--- src/rtl/sram_controller.sv ---
// rtl/sram_controller.sv - 32-bit word access over a 16-bit SRAM in two wait-stretched halfword phases
`timescale 1ns/1ps
module sram_controller #(
   parameter int WAIT_CYCLES = 2,
   parameter int SRAM_ADDR_W = 18
) (
   input  logic                   clk,
   input  logic                   rst,
   input  logic                   mem_read_in,
   input  logic                   mem_write_in,
   input  logic [31:0]            address_in,
   input  logic [31:0]            data_in,
   output logic [31:0]            data_out,
   output logic                   ready_out,
   output logic [SRAM_ADDR_W-1:0] sram_addr_out,
   output logic [15:0]            sram_wdata_out,
   input  logic [15:0]            sram_rdata_in,
   output logic                   sram_we_n_out
);
   localparam int CNT_W = $clog2(WAIT_CYCLES);
   localparam logic [CNT_W-1:0] CNT_LAST = CNT_W'(WAIT_CYCLES - 1);

   typedef enum logic [1:0] {IDLE, LOW, HIGH, DONE} state_t;

   state_t                 state;
   logic [CNT_W-1:0]       cnt;
   logic [CNT_W-1:0]       cnt_inc;
   logic                   op_write;
   logic [SRAM_ADDR_W-2:0] word;
   logic [31:0]            wr_data;
   logic                   request;
   logic                   unused_addr_bits;

   assign request          = mem_read_in | mem_write_in;
   assign cnt_inc          = cnt + CNT_W'(1);
   assign ready_out        = (state == DONE) || ((state == IDLE) && !request);
   assign unused_addr_bits = ^{address_in[31:SRAM_ADDR_W+1], address_in[1:0]};

   // SRAM pins are registered for the state being entered, so they are stable for the whole phase.
   always_ff @(posedge clk) begin
      if (rst) begin
         state          <= IDLE;
         cnt            <= '0;
         op_write       <= 1'b0;
         word           <= '0;
         wr_data        <= '0;
         data_out       <= '0;
         sram_addr_out  <= '0;
         sram_wdata_out <= '0;
         sram_we_n_out  <= 1'b1;
      end else begin
         case (state)
            IDLE: begin
               if (request) begin
                  state          <= LOW;
                  cnt            <= '0;
                  op_write       <= mem_write_in;
                  word           <= address_in[SRAM_ADDR_W:2];
                  wr_data        <= data_in;
                  sram_addr_out  <= {address_in[SRAM_ADDR_W:2], 1'b0};
                  sram_wdata_out <= data_in[15:0];
                  sram_we_n_out  <= ~mem_write_in;
               end
            end
            LOW: begin
               if (cnt == CNT_LAST) begin
                  if (!op_write) begin
                     data_out[15:0] <= sram_rdata_in;
                  end
                  state          <= HIGH;
                  cnt            <= '0;
                  sram_addr_out  <= {word, 1'b1};
                  sram_wdata_out <= wr_data[31:16];
                  sram_we_n_out  <= ~op_write;
               end else begin
                  cnt           <= cnt_inc;
                  // release we_n one cycle early so address/data are held past the strobe
                  sram_we_n_out <= ~op_write | (cnt_inc == CNT_LAST);
               end
            end
            HIGH: begin
               if (cnt == CNT_LAST) begin
                  if (!op_write) begin
                     data_out[31:16] <= sram_rdata_in;
                  end
                  state         <= DONE;
                  cnt           <= '0;
                  sram_we_n_out <= 1'b1;
               end else begin
                  cnt           <= cnt_inc;
                  sram_we_n_out <= ~op_write | (cnt_inc == CNT_LAST);
               end
            end
            DONE: begin
               state <= IDLE;
            end
            default: begin
               state <= IDLE;
            end
         endcase
      end
   end
endmodule

--- config.mk ---
export PLATFORM = sky130hd
export DESIGN_NAME = sram_controller
export DESIGN_NICKNAME = d
export VERILOG_FILES = /design/src/rtl/sram_controller.sv
export SDC_FILE = /design/constraint.sdc
export NUM_CORES = 1
export LEC_CHECK = 0
export CAP_MARGIN = 20
export CORE_ASPECT_RATIO = 0.6
export CORE_MARGIN = 2
export CORE_UTILIZATION = 47
export DETAILED_ROUTE_END_ITERATION = 16
export PLACE_DENSITY = 0.82
export SLEW_MARGIN = 5
export SYNTH_ARGS = -nofsm -noshare
export SYNTH_HDL_FRONTEND = slang
export SYNTH_SLANG_ARGS = --single-unit
--- constraint.sdc ---
create_clock -name clk -period 4.5 [get_ports clk]
set_clock_uncertainty 0.2 [all_clocks]
set_input_delay 0.9 -clock clk [delete_from_list [all_inputs] [get_ports clk]]
set_output_delay 0.9 -clock clk [all_outputs]
set_load 0.02 [all_outputs]
==> results of run 1 <==
==> area by class of cell <==
type,count,area (um2),area share [%]
flip-flops and latches,104,2080,34.8
clock inverters,5,80.1,1.34
well taps,112,140,2.34
repair buffers,141,1420,23.7
inverters,4,15.0,0.251
clock buffers,11,243,4.06
multi-input cells,330,2000,33.5
==> state kept, by name, indices dropped and copies added (netlist names), 2 cells and up <==
register	flops
data_out	32
sram_addr_out	18
sram_wdata_out	16
state	2
word	17
wr_data	16
==> cells by family after synthesis <==
group	share of synthesized area (%)
DFF	48.8
buffers and inverters	4.72
AOI/OAI and AO/OA	23.3
muxes	8.00
and+or+nand+nor	13.5
adders and majority gates	1.76
==> stage by stage <==
step                area, um2  utilization, %
global route             5980            69.1
global placement         5630            65.0
finish                   5980            69.1
floorplan                4270               -
detailed placement       5630            65.0
CTS                      5950            68.8
==> layer usage <==
layer  vias to the layer above  global-route usage [%]
met5                         -                       0
met4                         0                    6.70
met3                        12                    6.97
met2                       111                    38.9
met1                      1801                    31.2
li1                       1861                       -
==> how the worst max path moves through the flow <==
| stage | slack [ns] | to | cells past startpoint | start |
|---|---|---|---|---|
| 2_1_floorplan | 1.59 | ready_out | 4 | mem_write_in |
| 3_3_place_gp | 0.85 | ready_out | 4 | mem_write_in |
| 3_5_place_dp | 0.81 | ready_out | 4 | mem_write_in |
| 4_1_cts | 0.80 | ready_out | 4 | mem_write_in |
| 5_1_grt | 0.73 | ready_out | 4 | mem_write_in |
| 6_report | 0.80 | ready_out | 4 | mem_write_in |
==> placed cells by master (no fill, tap or decap), drive strengths merged <==
cell type	count
nand2	133
a211o	2
or3b	1
nand2b	1
clkinv	1
mux2i	33
dfxtp	104
or4	1
nor3b	1
o21ai	2
nand3	1
bufinv	2
a311oi	1
a211oi	34
nor2	1
a21o	1
o221a	1
clkbuf	11
o21a	2
a21oi	102
nand3b	2
buf	6
and2	1
ha	6
and3b	2
mux2	1
clkdlybuf4s50	135
clkinvlp	2
o21bai	1
inv	4
==> worst reg2reg max path, delay by kind of cell, from the launching register on <==
| family | cells | cell delay, ns |
|---|---|---|
| AO/OA/AOI/OAI | 1 | 0.11 |
| adder cells (fa/ha/maj) | 1 | 0.31 |
| buffers and inverters | 2 | 0.49 |
| flip-flops | 1 | 0.36 |
| multiplexers | 1 | 0.68 |
| AND/OR/NAND/NOR | 1 | 0.66 |
==> report_power, final <==
part	total (mW)	switching (mW)	internal [mW]
clock	0.836	0.334	0.502
combinational	1.81	1.05	0.750
sequential	1.28	0.134	1.14
total	3.92	1.52	2.40
==> results.md, run 1 <==
* Outcome: finished clean
* Setup bufs post-CTS at 0
* Max FO, Critical Path at 6
* # rows at 26
* FF-to-FF Start: state[0]
* Synth Instances at 478
* Final WL at 11700 um
* Die Footprint at 9890 um2
* M1 wire length at 5260 um
* Detailed-route wire length per cell at 16.6 um
* Post-Place Cells at 690
* DRC Markers at 0
* Max Cap Viol at 0
* Cell variety after synth at 30
* Crit end category: output pin
* Yosys reg bits at 104
* Synth top cells by count: 133 x nand2_1, 104 x dfxtp_1, 102 x a21oi_1
* Initial drt markers at 247
* Source of the worst hold timing path: data_out[21]
* # resized after CTS at 0
* CP bufs+invs at 2
* Largest net degree at the start of global routing at 105
* I/O Buffers at 136
* Clk buf depth at 2
* Vias per cell at 5.35
* Max-slew violation total from the final report at 0
* Slowest cell delay on critical path at 0.60 ns
* Minimum clock period at 3.70 ns
* Vias in the first global route at 3722
* Clock sink count at 104
* Worst Hold Depth at 2
* FMAX at 270 MHz
* Worst R2R Setup Slack at 1.56 ns
* Dpl hpwl at 7820 um
* Crit-path cells: clkdlybuf4s50_1 -> or3b_1 -> nand2b_1 -> clkdlybuf4s50_1
* R2R depth at 6
* Synth area leaders: dfxtp_1 49%, a21oi_1 12%, nand2_1 12%
* Post-Syn Area at 4270 um2
* Vias at 3785
* # diodes at 0
* Crit-path most repeated cell: clkdlybuf4s50_1
* CP required at 3.40 ns
* WHS Endpoint: data_out[21]
* Congestion Overflow GR at 0
* Std-Cell Core Area at 8650 um2
* Most used DFF post-synth: dfxtp_1
* Filler cell count at 678
* TritonCTS buffer count at 9
* Final antenna-violating net count at 0
* Ports at 152
* CP delay by family, top: buffers and inverters
* Met3 WL at 694 um
* Lkg Pwr at 2.12 nW
* DR top layer: met4
* Yosys top cell area share at 48.8%
* CP max stage cell: clkdlybuf4s50_1
* Routed wl met2 at 5650 um
* Root Driver: clkbuf_16
* Final setup margin at 0.802 ns
* RSZ-0062 raised after global routing: no
* Crit start category: input pin
* Final Hold Viols at 0
* Setup violators final at 0
* Effective utilization at floorplan at 49.3%
* H-tree levels at 3
* Non-filler cells, final at 707
* First-pass GRT wire length at 18800 um
* Worst EP arrival at 2.60 ns
* Latest clock arrival within the worst-skew pair at 0.34 ns
* Async SR Flop Fraction at 0%
* Worst min path class: flip-flop to flip-flop
* Initial antenna violation count at 0
* Layout area overhead at 40.0%
* Die X at 127 um
* Overall Power at 3.92 mW
* Seq/Total Area, Yosys at 48.8%
* Setup TNS at 0 ns
* Yosys warnings at 0
* Power per cell area at 655 nW/um2
* Place WS at 0.808 ns
* Yosys top cell by area: dfxtp_1
* Syn Area/Cell at 8.93 um2
* Worst-margin pin slew at 1.00 ns
* Share of layout cells above drive strength 1 at 9.41%
* Syn nets at 568
* Final hold slack at 0.253 ns
* Worst flop-to-flop path endpoint: sram_addr_out[13]
* Tcrit/Tclk final at 82.2%
* Slew headroom at 33.0%
* DR pass1 iterations at 4
* Die Ht at 77.8 um
* Most common cell in the synthesized netlist: nand2_1
* Setup CP Type: input pin to output pin
* Cts hold-fix bufs at 0
* Gpl congestion at 0.788
* CTS tree: yes
* Clock transition time at the flip-flop clock pins of the worst setup and hold paths at 0.06 ns
* Maximum vdd drop at 0.000606 V
* GRT Overall Usage at 23.9%
* Post-synth EDFFs at 0
* Layout Nets at 680
Note: power is estimated with default switching activity, not from simulation.
==> run 2: changes to the inputs <==
--- a/config.mk
+++ b/config.mk
@@ -8,9 +8,9 @@
 export CAP_MARGIN = 20
 export CORE_ASPECT_RATIO = 0.6
 export CORE_MARGIN = 2
-export CORE_UTILIZATION = 47
+export CORE_UTILIZATION = 40
 export DETAILED_ROUTE_END_ITERATION = 16
-export PLACE_DENSITY = 0.82
+export PLACE_DENSITY = 0.74
 export SLEW_MARGIN = 5
 export SYNTH_ARGS = -nofsm -noshare
 export SYNTH_HDL_FRONTEND = slang
==> constraint.sdc (replaced) <==
create_clock -name clk -period 3.1 [get_ports clk]
set_clock_uncertainty 0.2 [all_clocks]
set_input_delay 0.62 -clock clk [delete_from_list [all_inputs] [get_ports clk]]
set_output_delay 0.62 -clock clk [all_outputs]
set_load 0.02 [all_outputs]
==> results.md, run 2 (synthesis gave the netlist of run 1 again) <==
* Detailed-route wire length per cell at 15.6 um
* Clock sink count at 104
* Worst-margin pin slew at 0.866 ns
* Final Hold Viols at 0
* GRT Overall Usage at 20.5%
* Setup CP Type: flip-flop to output pin
* Die X at 137 um
* Met3 WL at 768 um
* M1 wire length at 5530 um
* # diodes at 0
* R2R depth at 7
* Layout area overhead at 40.9%
* Lkg Pwr at 2.15 nW
* RSZ-0062 raised after global routing: no
* Final hold slack at 0.254 ns
* Crit start category: flip-flop
* Commonest non-fill, non-tap cell in the layout: clkdlybuf4s50_1
* Std-Cell Core Area at 10500 um2
* Switch Pwr at 2.22 mW
* Final WL at 11600 um
* Clock transition time at the flip-flop clock pins of the worst setup and hold paths at 0.07 ns
* TritonCTS buffer count at 9
* FMAX at 384 MHz
* Tcrit/Tclk final at 84.0%
* Max-slew violation total from the final report at 0
* Clk buf depth at 2
* Vias at 3788
* Routed wl met2 at 5160 um
* Maximum vdd drop at 0.000406 V
* Outcome: finished clean
* Combinational share of power at 48.4%
* CP max stage cell: or3b_1
* Die Ht at 84.0 um
* Most frequent cells in the layout: 134 x clkdlybuf4s50_1, 133 x nand2_1, 104 x dfxtp_1
* Sequential Power Share at 32.8%
* Reg with most FFs: data_out
* Post-route cell area at 6020 um2
* Latest clock arrival within the worst-skew pair at 0.35 ns
* Die Footprint at 11500 um2
* Slew headroom at 42.3%
* Top flop regs: data_out x32, sram_addr_out x18, word x17
* Share of layout cells above drive strength 1 at 10.9%
* Ports at 152
* Sw Ratio at 39.8%
* Worst setup path startpoint: state[1]
* Crit-path cells: inv_1 -> ha_2 -> or3b_1 -> nand2b_1 -> dlymetal6s2s_1
* # rows at 29
* Root Driver: clkbuf_16
* First-pass GRT wire length at 18500 um
* Setup violators final at 0
* Final antenna-violating net count at 0
* Worst R2R Setup Slack at 0.53 ns
* Worst flop-to-flop path endpoint: sram_addr_out[16]
* WHS Endpoint: wr_data[25]
* Gpl congestion at 0.789
* Layout Nets at 688
* Crit end category: output pin
* I/O Buffers at 136
* Max FO, Critical Path at 6
* Slowest cell delay on critical path at 0.39 ns
* Internal power at 3.36 mW
* Cts hold-fix bufs at 0
* Largest net degree at the start of global routing at 72
* Dpl hpwl at 7820 um
* Clock power frac at 18.8%
* Minimum clock period at 2.60 ns
* H-tree levels at 3
* Initial antenna violation count at 0
* Overall Power at 5.59 mW
* DRC Markers at 0
* DR pass1 iterations at 5
* Worst Hold Depth at 2
* Largest register FFs at 32
* Effective utilization at floorplan at 40.7%
* CP required at 2.28 ns
* Setup bufs post-CTS at 0
* Vias per cell at 5.11
* Power per cell area at 928 nW/um2
* Initial drt markers at 182
* Setup TNS at 0 ns
* Area after DPL at 5730 um2
* DR top layer: met4
* CTS tree: yes
* FF-to-FF Start: state[0]
* Worst EP arrival at 1.78 ns
* Source of the worst hold timing path: wr_data[25]
* Worst min path class: flip-flop to flip-flop
* Congestion Overflow GR at 0
* Max Cap Viol at 0
* Vias in the first global route at 3729
* Final Util at 57.4%
## run 2: critical path: cells and delay by family, from the launching register on
kind                     cells  cell delay [ns]
buffers and inverters        2             0.35
flip-flops                   1             0.34
adder cells (fa/ha/maj)      1             0.26
AND/OR/NAND/NOR              2             0.48
## run 2: power groups by stage
stage / Clock, mW / Sequential (mW) / Combinational, mW
finish: 1.05 / 1.83 / 2.70
global route: 1.14 / 1.87 / 2.94
CTS: 1.08 / 1.83 / 2.73
detailed placement: 0 / 1.86 / 2.72
global placement: 0 / 1.85 / 2.66
floorplan: 0 / 2.05 / 1.66
## run 2: repair_timing
action | CTS | global route
setup endpoints to repair | 0 | 1
resized for setup | 0 | 2
hold endpoints to repair | 0 | 0
## run 2: worst max path at each step
| stage | endpoint | cells after the start |
|---|---|---|
| after global routing | sram_wdata_out[13] | 7 |
| after global placement | ready_out | 4 |
| after floorplan | ready_out | 6 |
| after CTS | ready_out | 5 |
| after detailed placement | ready_out | 4 |
| final | ready_out | 5 |
## run 2: through the flow
stage,std cells,setup slack [ns]
finish,742,0.496
floorplan,478,0.754
global route,742,0.346
global placement,726,0.120
CTS,742,0.0474
detailed placement,726,0.143
## run 2: cell type report
type,instances,area [um2]
flip-flops and latches,104,2080
clock buffers,9,225
inverters,4,15.0
fillers,896,4470
well taps,139,174
multi-input cells,330,2000
repair buffers,149,1470
clock inverters,7,52.6
## run 2: per-layer routing
| layer | vias to the layer above | track usage (%) |
|---|---|---|
| met5 | - | 0 |
| met1 | 1790 | 27.6 |
| met3 | 11 | 5.83 |
| li1 | 1871 | - |
| met2 | 116 | 32.5 |
| met4 | 0 | 4.69 |
==> run 3: changes to the inputs <==
--- a/config.mk
+++ b/config.mk
@@ -8,9 +8,9 @@
 export CAP_MARGIN = 20
 export CORE_ASPECT_RATIO = 0.6
 export CORE_MARGIN = 2
-export CORE_UTILIZATION = 40
+export CORE_UTILIZATION = 45
 export DETAILED_ROUTE_END_ITERATION = 16
-export PLACE_DENSITY = 0.74
+export PLACE_DENSITY = 0.79
 export SLEW_MARGIN = 5
 export SYNTH_ARGS = -nofsm -noshare
 export SYNTH_HDL_FRONTEND = slang
==> constraint.sdc (replaced) <==
create_clock -name clk -period 2.4 [get_ports clk]
set_clock_uncertainty 0.2 [all_clocks]
set_input_delay 0.48 -clock clk [delete_from_list [all_inputs] [get_ports clk]]
set_output_delay 0.48 -clock clk [all_outputs]
set_load 0.02 [all_outputs]
==> results.md, run 3 (synthesis gave the netlist of run 1 again) <==
* FF-to-FF Start: state[1]
* Maximum vdd drop at 0.000649 V
* Crit end category: output pin
* Final setup margin at 0.116 ns
* Congestion Overflow GR at 0
* GRT busiest layer: met2
* Clock sink count at 104
* Worst-margin pin slew at 0.750 ns
* DRC Markers at 0
* TritonCTS buffer count at 9
* Final antenna-violating net count at 0
* CP required at 1.72 ns
* Top flop regs: data_out x32, sram_addr_out x18, word x17
* Max FO, Critical Path at 2
* Vias in the first global route at 3696
* Vias at 3868
* Layout area overhead at 43.8%
* # diodes at 0
* Std-Cell Core Area at 9190 um2
* Most frequent cells in the layout: 134 x clkdlybuf4s50_1, 133 x nand2_1, 104 x dfxtp_1
* Place WS at -0.335 ns
* Root Driver: clkbuf_16
* Effective utilization at floorplan at 46.5%
* Area after DPL at 5840 um2
* Detailed-route wire length per cell at 15.6 um
* Crit start category: input pin
* Setup violators final at 0
* Final hold slack at 0.254 ns
* Die X at 130 um
* Initial antenna violation count at 0
* Clk buf depth at 2
* Gpl congestion at 0.797
* Dpl hpwl at 7870 um
* Reg with most FFs: data_out
* Max-slew violation total from the final report at 0
* Slew headroom at 49.8%
* Vias per cell at 5.21
* Power per cell area at 1230 nW/um2
* GRT Overall Usage at 22.7%
* Initial drt markers at 190
* Post-route cell area at 6140 um2
* Die Footprint at 10300 um2
* Ports at 152
* Setup crit end: ready_out
* First-pass GRT wire length at 18200 um
* GR Util met1 at 29.9%
* Commonest non-fill, non-tap cell in the layout: clkdlybuf4s50_1
* Worst EP arrival at 1.60 ns
* Latest clock arrival within the worst-skew pair at 0.34 ns
* Setup bufs post-CTS at 0
* Worst min path class: flip-flop to flip-flop
* Largest net degree at the start of global routing at 52
* I/O Buffers at 136
* H-tree levels at 3
* Largest register FFs at 32
* Worst R2R Setup Slack at 0.18 ns
* FMAX at 438 MHz
* Worst flop-to-flop path endpoint: sram_addr_out[15]
* # rows at 27
* RSZ-0062 raised after global routing: no
* Layout Nets at 697
* Die Ht at 79.5 um
* Minimum clock period at 2.28 ns
* Clock transition time at the flip-flop clock pins of the worst setup and hold paths at 0.07 ns
* GR Layer Usage met2 at 35.6%
* DR pass1 iterations at 4
* Lkg Pwr at 2.21 nW
* Final Hold Viols at 0
* Setup CP Type: input pin to output pin
* Outcome: finished clean
* CTS tree: yes
* Final WL at 11500 um
* Share of layout cells above drive strength 1 at 12.3%
* R2R depth at 7
* Grt met3 use at 7.24%
* Tcrit/Tclk final at 95.2%
* Worst setup path startpoint: mem_write_in
* Max Cap Viol at 0
run 3: layout make-up:
cell class / instances / area [um2]
Clock buffer: 10 / 239
Fill cell: 767 / 3050
Multi-Input combinational cell: 330 / 1990
Clock inverter: 6 / 67.6
Sequential cell: 104 / 2080
Inverter: 4 / 15.0
Tap cell: 130 / 163
Timing Repair Buffer: 158 / 1580
run 3: critical path, cell delays in order:
cell and delay [ns]:
clkdlybuf4s50_1 0.42, or3b_1 0.43, nand2b_1 0.10, buf_2 0.18
run 3: through the flow:
stage                     util [%]  power, mW  TNS, ns  std cells
final                         66.8       7.56        0        742
after global routing          66.8       8.00        0        742
after CTS                     66.9       7.61        0        742
after detailed placement      63.6       6.10    -4.88        726
after global placement        63.6       5.97    -3.63        726
after floorplan                  -       4.79        0        478
run 3: where the power goes:
group / internal [mW] / total, mW / switching, mW
logic: 1.66 / 3.69 / 2.03
clock network: 0.841 / 1.50 / 0.657
registers: 2.14 / 2.37 / 0.230
total: 4.64 / 7.56 / 2.92
run 3: worst min path at each step:
stage / start / to / slack, ns / cells past startpoint
finish: data_out[24] / data_out[24] / 0.25 / 2
global route: word[13] / word[13] / 0.27 / 2
CTS: wr_data[19] / wr_data[19] / 0.26 / 2
detailed placement: wr_data[19] / wr_data[19] / 0.25 / 2
global placement: word[10] / word[10] / 0.24 / 2
floorplan: word[0] / word[0] / 0.24 / 2
run 3: layer usage:
metal  part of all wire [%]  vias up
li1                       -     1900
met1                     46     1808
met2                     46      143
met3                    7.1       17
met4                    1.6        0
met5                      0        -
run 3: timing repair:
| item | CTS | global route |
|---|---|---|
| setup endpoints to repair | 1 | 1 |
| resized for setup | 3 | 2 |
| cloned | 0 | 0 |
| pin swaps | 0 | 0 |
| hold buffers | 0 | 0 |
